File: src/rtl/dht11_scheduler_if.sv
// Reader-side handshake between the DHT11 scheduler and the single-wire reader.
//   meas_start : one-cycle start pulse to the reader
//   meas_abort : one-cycle pulse telling the reader to drop a stalled read
//   meas_done  : one-cycle completion pulse from the reader
//   meas_ok    : checksum good, qualified by meas_done
//   meas_hum   : humidity byte, qualified by meas_done & meas_ok
//   meas_temp  : temperature byte, qualified by meas_done & meas_ok
// master = scheduler side, slave = reader side.
interface dht11_scheduler_if;
  logic       meas_start;
  logic       meas_abort;
  logic       meas_done;
  logic       meas_ok;
  logic [7:0] meas_hum;
  logic [7:0] meas_temp;

  modport master (
    output meas_start,
    output meas_abort,
    input  meas_done,
    input  meas_ok,
    input  meas_hum,
    input  meas_temp
  );

  modport slave (
    input  meas_start,
    input  meas_abort,
    output meas_done,
    output meas_ok,
    output meas_hum,
    output meas_temp
  );
endinterface

File: src/rtl/dht11_scheduler.sv
// DHT11 measurement scheduler.
// Decides when a reader transaction starts, enforces the minimum gap between
// starts, aborts stalled reads, retries failures and arbitrates the sensor
// between two level requesters and a periodic auto-trigger.
//   clk, reset_n        : clock, asynchronous active-low reset
//   auto_en             : enable periodic auto-trigger
//   req[1:0]            : level requests; grant is one-hot owner (0 = auto/idle)
//   ack[1:0], ack_ok    : one-cycle end-of-transaction pulse to the owner + result
//   rd                  : reader handshake (start/abort out, done/ok/data in)
//   humidity, temperature, data_valid, stale : last good reading and flags
//   err_count           : saturating count of final failures
//   busy                : state is not idle
module dht11_scheduler #(
  parameter int unsigned CLK_HZ     = 100_000_000,
  parameter int unsigned MIN_GAP_MS = 2000,
  parameter int unsigned PERIOD_MS  = 3000,
  parameter int unsigned TIMEOUT_MS = 30,
  parameter int unsigned MAX_RETRY  = 3
) (
  input  logic                     clk,
  input  logic                     reset_n,
  input  logic                     auto_en,
  input  logic [1:0]               req,
  output logic [1:0]               grant,
  output logic [1:0]               ack,
  output logic                     ack_ok,
  dht11_scheduler_if.master        rd,
  output logic [7:0]               humidity,
  output logic [7:0]               temperature,
  output logic                     data_valid,
  output logic                     stale,
  output logic [7:0]               err_count,
  output logic                     busy
);

  localparam int unsigned TickDiv = (CLK_HZ / 1000 > 0) ? CLK_HZ / 1000 : 1;
  localparam int unsigned PreW    = (TickDiv > 1) ? $clog2(TickDiv) : 1;
  localparam int unsigned GapW    = (MIN_GAP_MS > 0) ? $clog2(MIN_GAP_MS + 1) : 1;
  localparam int unsigned PerW    = (PERIOD_MS > 0) ? $clog2(PERIOD_MS + 1) : 1;
  localparam int unsigned ToW     = (TIMEOUT_MS > 0) ? $clog2(TIMEOUT_MS + 1) : 1;
  localparam int unsigned RetW    = (MAX_RETRY > 0) ? $clog2(MAX_RETRY + 1) : 1;

  typedef enum logic [2:0] {StIdle, StGap, StStart, StWait, StDone} state_e;

  state_e            state_q, state_d;
  logic [PreW-1:0]   presc_q;
  logic [GapW-1:0]   gap_q;
  logic [PerW-1:0]   period_q;
  logic [ToW-1:0]    to_q;
  logic [RetW-1:0]   retry_q;
  logic              last_q;
  logic [1:0]        grant_q;
  logic              result_q;
  logic [7:0]        hum_q, temp_q, err_q;
  logic              valid_q, stale_q, busy_q;

  logic       tick, gap_full, period_full, timed_out, can_retry;
  logic       wait_ok, wait_fail, final_fail;
  logic [1:0] pick;

  assign tick        = (presc_q == PreW'(TickDiv - 1));
  assign gap_full    = (gap_q == GapW'(MIN_GAP_MS));
  assign period_full = (period_q == PerW'(PERIOD_MS));
  assign timed_out   = (to_q == ToW'(TIMEOUT_MS));
  assign can_retry   = (retry_q < RetW'(MAX_RETRY));

  // A done pulse in the timeout cycle wins over the timeout.
  assign wait_ok    = (state_q == StWait) & rd.meas_done & rd.meas_ok;
  assign wait_fail  = (state_q == StWait) &
                      ((rd.meas_done & ~rd.meas_ok) | (~rd.meas_done & timed_out));
  assign final_fail = wait_fail & ~can_retry;

  // Round-robin on a tie: last_q holds the index granted last.
  always_comb begin
    pick = req;
    if (req == 2'b11) pick = last_q ? 2'b01 : 2'b10;
  end

  // State register
  always_ff @(posedge clk or negedge reset_n) begin
    if (!reset_n) begin
      state_q <= StIdle;
      busy_q  <= 1'b0;
    end else begin
      state_q <= state_d;
      busy_q  <= (state_d != StIdle);
    end
  end

  // Next-state logic
  always_comb begin
    state_d = state_q;
    unique case (state_q)
      StIdle:  if ((|req) || period_full) state_d = StGap;
      StGap:   if (gap_full) state_d = StStart;
      StStart: state_d = StWait;
      StWait: begin
        if (wait_ok) state_d = StDone;
        else if (wait_fail) state_d = can_retry ? StGap : StDone;
      end
      StDone:  state_d = StIdle;
      default: state_d = StIdle;
    endcase
  end

  // Output logic
  always_comb begin
    rd.meas_start = (state_q == StStart);
    rd.meas_abort = (state_q == StWait) & ~rd.meas_done & timed_out;
    ack           = (state_q == StDone) ? grant_q : 2'b00;
    ack_ok        = (state_q == StDone) & (|grant_q) & result_q;
  end

  // Timing counters
  always_ff @(posedge clk or negedge reset_n) begin
    if (!reset_n) begin
      presc_q  <= '0;
      gap_q    <= GapW'(MIN_GAP_MS);
      period_q <= '0;
      to_q     <= '0;
    end else begin
      presc_q <= tick ? '0 : presc_q + 1'b1;

      if (state_q == StStart) gap_q <= '0;
      else if (tick && !gap_full) gap_q <= gap_q + 1'b1;

      // Auto period only runs while idle and restarts from every completion.
      if (state_q == StDone) period_q <= '0;
      else if (state_q == StIdle) begin
        if (!auto_en) period_q <= '0;
        else if (tick && !period_full) period_q <= period_q + 1'b1;
      end

      if (state_q == StStart) to_q <= '0;
      else if ((state_q == StWait) && tick && !timed_out) to_q <= to_q + 1'b1;
    end
  end

  // Transaction bookkeeping and published results
  always_ff @(posedge clk or negedge reset_n) begin
    if (!reset_n) begin
      retry_q  <= '0;
      last_q   <= 1'b1;
      grant_q  <= 2'b00;
      result_q <= 1'b0;
      hum_q    <= '0;
      temp_q   <= '0;
      valid_q  <= 1'b0;
      stale_q  <= 1'b0;
      err_q    <= '0;
    end else begin
      if ((state_q == StIdle) && (|req)) begin
        grant_q <= pick;
        last_q  <= pick[1];
      end else if (state_q == StDone) begin
        grant_q <= 2'b00;
      end

      if (state_q == StDone) retry_q <= '0;
      else if (wait_fail && can_retry) retry_q <= retry_q + 1'b1;

      if (wait_ok) begin
        result_q <= 1'b1;
        hum_q    <= rd.meas_hum;
        temp_q   <= rd.meas_temp;
        valid_q  <= 1'b1;
        stale_q  <= 1'b0;
      end else if (final_fail) begin
        result_q <= 1'b0;
        stale_q  <= valid_q;
        if (err_q != 8'hff) err_q <= err_q + 1'b1;
      end
    end
  end

  assign grant       = grant_q;
  assign humidity    = hum_q;
  assign temperature = temp_q;
  assign data_valid  = valid_q;
  assign stale       = stale_q;
  assign err_count   = err_q;
  assign busy        = busy_q;

endmodule

File: src/flat_wrapper.sv
// flat-port wrapper written by rule: the top's interface ports become plain ports
module dht11_scheduler_flat 
#(
  parameter int unsigned CLK_HZ     = 100_000_000,
  parameter int unsigned MIN_GAP_MS = 2000,
  parameter int unsigned PERIOD_MS  = 3000,
  parameter int unsigned TIMEOUT_MS = 30,
  parameter int unsigned MAX_RETRY  = 3
)
  (clk, reset_n, auto_en, req, grant, ack, ack_ok, humidity, temperature, data_valid, stale, err_count, busy, rd_meas_start, rd_meas_abort, rd_meas_done, rd_meas_ok, rd_meas_hum, rd_meas_temp);
  dht11_scheduler_if rd_i ();
  input  logic clk;
  input  logic reset_n;
  input  logic auto_en;
  input  logic [1:0] req;
  output logic [1:0] grant;
  output logic [1:0] ack;
  output logic ack_ok;
  output logic [7:0] humidity;
  output logic [7:0] temperature;
  output logic data_valid;
  output logic stale;
  output logic [7:0] err_count;
  output logic busy;
  output wire logic [$bits(rd_i.meas_start)-1:0] rd_meas_start;
  output wire logic [$bits(rd_i.meas_abort)-1:0] rd_meas_abort;
  input wire logic [$bits(rd_i.meas_done)-1:0] rd_meas_done;
  input wire logic [$bits(rd_i.meas_ok)-1:0] rd_meas_ok;
  input wire logic [$bits(rd_i.meas_hum)-1:0] rd_meas_hum;
  input wire logic [$bits(rd_i.meas_temp)-1:0] rd_meas_temp;
  assign rd_meas_start = rd_i.meas_start;
  assign rd_meas_abort = rd_i.meas_abort;
  assign rd_i.meas_done = rd_meas_done;
  assign rd_i.meas_ok = rd_meas_ok;
  assign rd_i.meas_hum = rd_meas_hum;
  assign rd_i.meas_temp = rd_meas_temp;
  dht11_scheduler #(.CLK_HZ(CLK_HZ), .MIN_GAP_MS(MIN_GAP_MS), .PERIOD_MS(PERIOD_MS), .TIMEOUT_MS(TIMEOUT_MS), .MAX_RETRY(MAX_RETRY)) u_core (.clk(clk), .reset_n(reset_n), .auto_en(auto_en), .req(req), .grant(grant), .ack(ack), .ack_ok(ack_ok), .rd(rd_i), .humidity(humidity), .temperature(temperature), .data_valid(data_valid), .stale(stale), .err_count(err_count), .busy(busy));
endmodule
File: config.mk
export PLATFORM = sky130hd
export DESIGN_NAME = dht11_scheduler_flat
export DESIGN_NICKNAME = d
export VERILOG_FILES = /design/src/rtl/dht11_scheduler_if.sv /design/src/rtl/dht11_scheduler.sv /design/src/flat_wrapper.sv
export SDC_FILE = /design/constraint.sdc
export NUM_CORES = 1
export LEC_CHECK = 0
export CAP_MARGIN = 10
export CORE_MARGIN = 1
export CORE_UTILIZATION = 57
export DETAILED_ROUTE_END_ITERATION = 10
export DONT_BUFFER_PORTS = 1
export HOLD_SLACK_MARGIN = 0.02
export MAX_ROUTING_LAYER = met4
export PLACE_DENSITY_LB_ADDON = 0.15
export SYNTH_ARGS = -nofsm -noshare
export SYNTH_HDL_FRONTEND = slang
export SYNTH_SLANG_ARGS = --single-unit
File: constraint.sdc
create_clock -name clk -period 2 [get_ports clk]
set_input_delay 0.4 -clock clk [delete_from_list [all_inputs] [get_ports clk]]
set_output_delay 0.4 -clock clk [all_outputs]
set_load 0.005 [all_outputs]
# Word-level counts from Yosys, hierarchy flattened
# Index checks and enable logic that the tools add are counted.
dict set report op_classes {
  add_sub_neg 6
  order_cmp 1
  eq_ne 11
  mux 26
  bitwise_logic 15
  reduce_logical 22
}
# operator n
set ops {}
lappend ops {{12-bit 2-to-1 mux} 4}
lappend ops {{11-bit 2-to-1 mux} 2}
lappend ops {{17-bit by 1-bit adder with 17-bit output, second input constant} 1}
lappend ops {{17-bit == test, second input constant} 1}
lappend ops {{17-bit 2-to-1 mux} 1}
lappend ops {{3-bit 2-to-1 mux} 5}
lappend ops {{2-bit 2-to-1 mux} 7}
lappend ops {{12-bit by 1-bit adder with 12-bit output, second input constant} 1}
lappend ops {{12-bit == test, second input constant} 1}
lappend ops {{3-bit case mux with 4 select lines} 1}
lappend ops {{2-bit nonzero test} 6}
lappend ops {{11-bit by 1-bit adder with 11-bit output, second input constant} 1}
lappend ops {{11-bit == test, second input constant} 1}
lappend ops {{1-bit AND} 10}
lappend ops {{5-bit 2-to-1 mux} 2}
lappend ops {{8-bit by 1-bit adder with 8-bit output, second input constant} 1}
lappend ops {{8-bit inequality test, second input constant} 1}
lappend ops {{3-bit by 2-bit == test with 1-bit output, second input constant} 2}
lappend ops {{1-bit logical AND} 6}
lappend ops {{5-bit by 1-bit adder with 5-bit output, second input constant} 1}
lappend ops {{5-bit == test, second input constant} 1}
lappend ops {{1-bit 2-to-1 mux} 4}
lappend ops {{1-bit NOT} 4}
lappend ops {{2-bit OR reduction} 2}
lappend ops {{other kinds (13)} 15}
dict set report totals {
  regBits 81
  in_bits 23
  output_inout_bits 34
  word_cells 96
}

# Longest topological paths before layout
dict set report logic_depth {
  word_depth 8
  ltp_mapped 7
  mapped_depth_nobuf 7
}

# Least setup slack after synthesis
# Ideal clock, no wire load.
dict set report synth_path {
  path_type {reg2reg}
  from {register u_core.presc_q[12]}
  to {register u_core.period_q[5]}
  setup_time_ps 121
  arrival_ps 2023
  required_ps 1879
  path_slack_ps -143
  path_stages_with_launch 7
  n_path_buf 1
  synth_period_minus_slack_ps 2143
  cell_sequence {dfrtp_1 > or4b_1 > or4_1 > buf_2 > nor4b_4 > o31ai_1 > a22o_1}
}
dict set report synth_between {
  elab_chain_cells 4
}
# element line_no
set synth_lines {}
lappend synth_lines {{from (decl)} dht11_scheduler.sv:46} ;# logic [PreW-1:0] presc_q;
lappend synth_lines {{from (signal assigned)} dht11_scheduler.sv:122} ;# presc_q <= tick ? '0 : presc_q + 1'b1;
lappend synth_lines {{17-bit == test} dht11_scheduler.sv:61} ;# assign tick = (presc_q == PreW'(TickDiv - 1));
lappend synth_lines {{1-bit logical AND} dht11_scheduler.sv:131} ;# else if (tick && !period_full) period_q <= period_q + 1'b1;
lappend synth_lines {{3-bit by 1-bit inequality test with 1-bit output (no line)} -}
lappend synth_lines {{2-bit AND reduction (no line)} -}
lappend synth_lines {{to (signal assigned)} dht11_scheduler.sv:131}
lappend synth_lines {{to (decl)} dht11_scheduler.sv:48} ;# logic [PerW-1:0] period_q;
# No other way between the ends.
# A chain may end at the register's enable or synchronous reset.

# Worst setup path in the final report
# Same ends and word-level chain as after synthesis.

==> reports/summary.txt <==
CP max stage delay: 530 ps
hold slack final: -273 ps
Buffers on Ports: 0
CP Max Fanout: 8
Main synth FF type: dfrtp_1
max-cap violations: 0
min Tclk post-route: 2160 ps
Clock transition at path regs: 90 ps
Die Area: 0.00738 mm²
CP top delay family: simple AND/OR/NAND/NOR gates
Rows: 30
reg-to-reg startpoint: u_core.presc_q[12]
number of nets in the layout: 453
Leakage: 2.18 nW
Final Total Pwr: 3.09 mW
Clock Sinks: 81
first-pass GRT wire length: 13200 µm
Post-synth ARST share: 1.00
PD cells: 652 mW/mm²
Clk pwr share: 0.413
DRC Markers: 0
Final ANT Viol Nets: 0
clock latency at the later pin of the worst-skew pair: 360 ps
highest metal used: met4
synth warn: 0
vias in the first global route: 2910
Max Fclk: 0.463 GHz
synth top area cells: dfrtp_1 46%, mux2_1 4.8%, dfstp_2 4.6%, xor2_1 4.6%, nor2_1 3.7%
#FFs+latches synth: 81
CTS tree: yes
failing checks: negative hold slack, negative setup slack
status: complete, but fails checks
Flop pwr share: 0.564
Setup Total Neg Slack: -1140 ps
met3 wire length: 425 µm
internal power: 2.39 mW
routed len/inst: 15.3 µm
Routed met1 length: 3800 µm
Starting Density: 0.591
GRT Util Overall: 0.238
Routed WL: 8000 µm
final worst slack: -161 ps
Final setup viols: 18
post-synth top area cell: dfrtp_1
H-tree Lvls: 3
Synth top cells by count: 74 x dfrtp_1, 40 x nor2_1, 28 x nand2_1, 26 x nand3_1, 21 x xor2_1
fin crit share: 1.08
Setup Skew: 14.5 ps
Worst setup SP type: flop
Worst Max-Slew Pin Slew: 495 ps
WP buf/inv: 1
met2 routed WL: 3720 µm
layout cells sized above 1: 0.228
Crit Path Category: reg2reg
Initial DRC Count: 122
synth unique cells: 52
initial antenna violation count: 0
post-detail-place hpwl: 5400 µm
Inserted Clock Buffers: 9
Syn Inst Count: 379
Rel. slew slack: 0.670
Critical path origin: u_core.presc_q[12]
crit-path cells: or4b_1 > or4_1 > buf_6 > nor4b_4 > o31ai_1 > a22o_1
DR vias: 2948
critical path arrival: 2400 ps
largest net degree at the start of global routing: 82
GP Congestion: 0.841
share of the synthesized area in the top cell type: 0.461
Slew Limit Fails: 0
Initial DRT Pass Iterations: 4
most frequent cell after synthesis: dfrtp_1
Avg Cell Area, Syn: 10.6 µm²
CP required: 2240 ps
Net Sw Frac: 0.226
Sw Pwr: 700 µW
root buffer cell: clkbuf_8
EDFF count, synth: 0
worst hold path type: in2async
Die Height: 85.9 µm
RSZ-0062 raised after global routing: yes
Ant. Diodes: 0
Peak VDD IR: 0.502 mV
total I/O pin count: 57
post-synthesis sequential area ratio: 0.507
Fin. Hold Viols: 81
CORE AREA: 0.00679 mm²
Comb power frac: 0.023
slowest CP cell: or4b_1
Area growth syn-to-layout: 18.2%
global route overflow: 0
die width: 85.9 µm
Crit. End Element: flop
vias per inst: 5.65
clk buf depth: 2
syn_nets: 411
Syn Std Cell Area: 0.00401 mm²
==> worst paths after layout <==
check | end | slack, ps | cells past startpoint
max in group asynchronous | u_core.gap_q[8] | 2080 | 0
worst min-delay path | u_core.presc_q[9] | -270 | 0
worst max-delay path | u_core.period_q[5] | -160 | 6
min in group clk | u_core.last_q | 100 | 1
worst max register to register | u_core.period_q[5] | -160 | 6
worst min register to register | u_core.humidity[3] | 520 | 1
==> layer usage <==
metal,vias to the layer above,global-route usage
met1,1430,0.315
met2,70,0.365
met3,6,0.0568
met4,0,0.0727
li1,1442,-
met5,-,-
==> state kept, by name, indices dropped and copies added, names as in the netlist, 2 cells and up <==
signal	count
u_core.period_q	12
u_core.humidity	8
u_core.state_q	3
u_core.presc_q	17
u_core.gap_q	11
u_core.to_q	5
u_core.err_count	8
u_core.grant	2
u_core.temperature	8
u_core.retry_q	2
==> kinds of logic after synthesis <==
| family | Yosys count | synth area share |
|---|---|---|
| buf+inv | 26 | 0.0253 |
| fa+ha+maj | 9 | 0.0281 |
| flops | 81 | 0.507 |
| compound gates | 40 | 0.0661 |
| simple gates | 165 | 0.234 |
| xor+xnor | 36 | 0.0786 |
| mux | 22 | 0.0602 |
==> layout make-up <==
cell class              count  area (µm²)
fillers                   523        2050
clock buffers              11         151
flip-flops and latches     81        2040
repair buffers             39         308
well taps                  96         120
multi-input cells         272        2000
clock inverters             5        62.6
inverters                  18        67.6
==> layout by cell type, fill, tap and decap left out, drive strengths merged, types with 11 or more instances in the layout <==
| cell type | count |
|---|---|
| buf | 39 |
| clkbuf | 11 |
| dfrtp | 74 |
| inv | 19 |
| mux2 | 17 |
| nand2 | 29 |
| nand3 | 26 |
| nand4 | 12 |
| nor2 | 41 |
| xnor2 | 15 |
| xor2 | 21 |
==> what timing repair did <==
action	4_1_cts	5_1_grt
endpoints found under the setup margin	23	32
pin swaps	5	7
gates resized for setup	8	20
setup buffers	2	2
hold endpoints to repair	81	81
==> through the flow <==
stage          cell area, µm²  setup slack, ps  instances  hold slack [ps]   util
4_1_cts                  4640             -153        520             -279  0.683
3_5_place_dp             4380             -154        502              107  0.644
2_1_floorplan            4020             -128        379              104      -
6_report                 4740             -161        522             -273  0.698
3_3_place_gp             4380             -124        502              107  0.644
5_1_grt                  4740             -240        522             -292  0.698
==> power by group through the flow <==
stage	combinational, mW	clock, mW	sequential, mW
2_1_floorplan	0.0595	0	1.76
5_1_grt	0.0805	1.36	1.75
3_5_place_dp	0.0733	0	1.77
3_3_place_gp	0.0665	0	1.77
4_1_cts	0.0732	1.29	1.74
6_report	0.0726	1.28	1.74
Note: power is estimated with default switching activity, not from simulation.
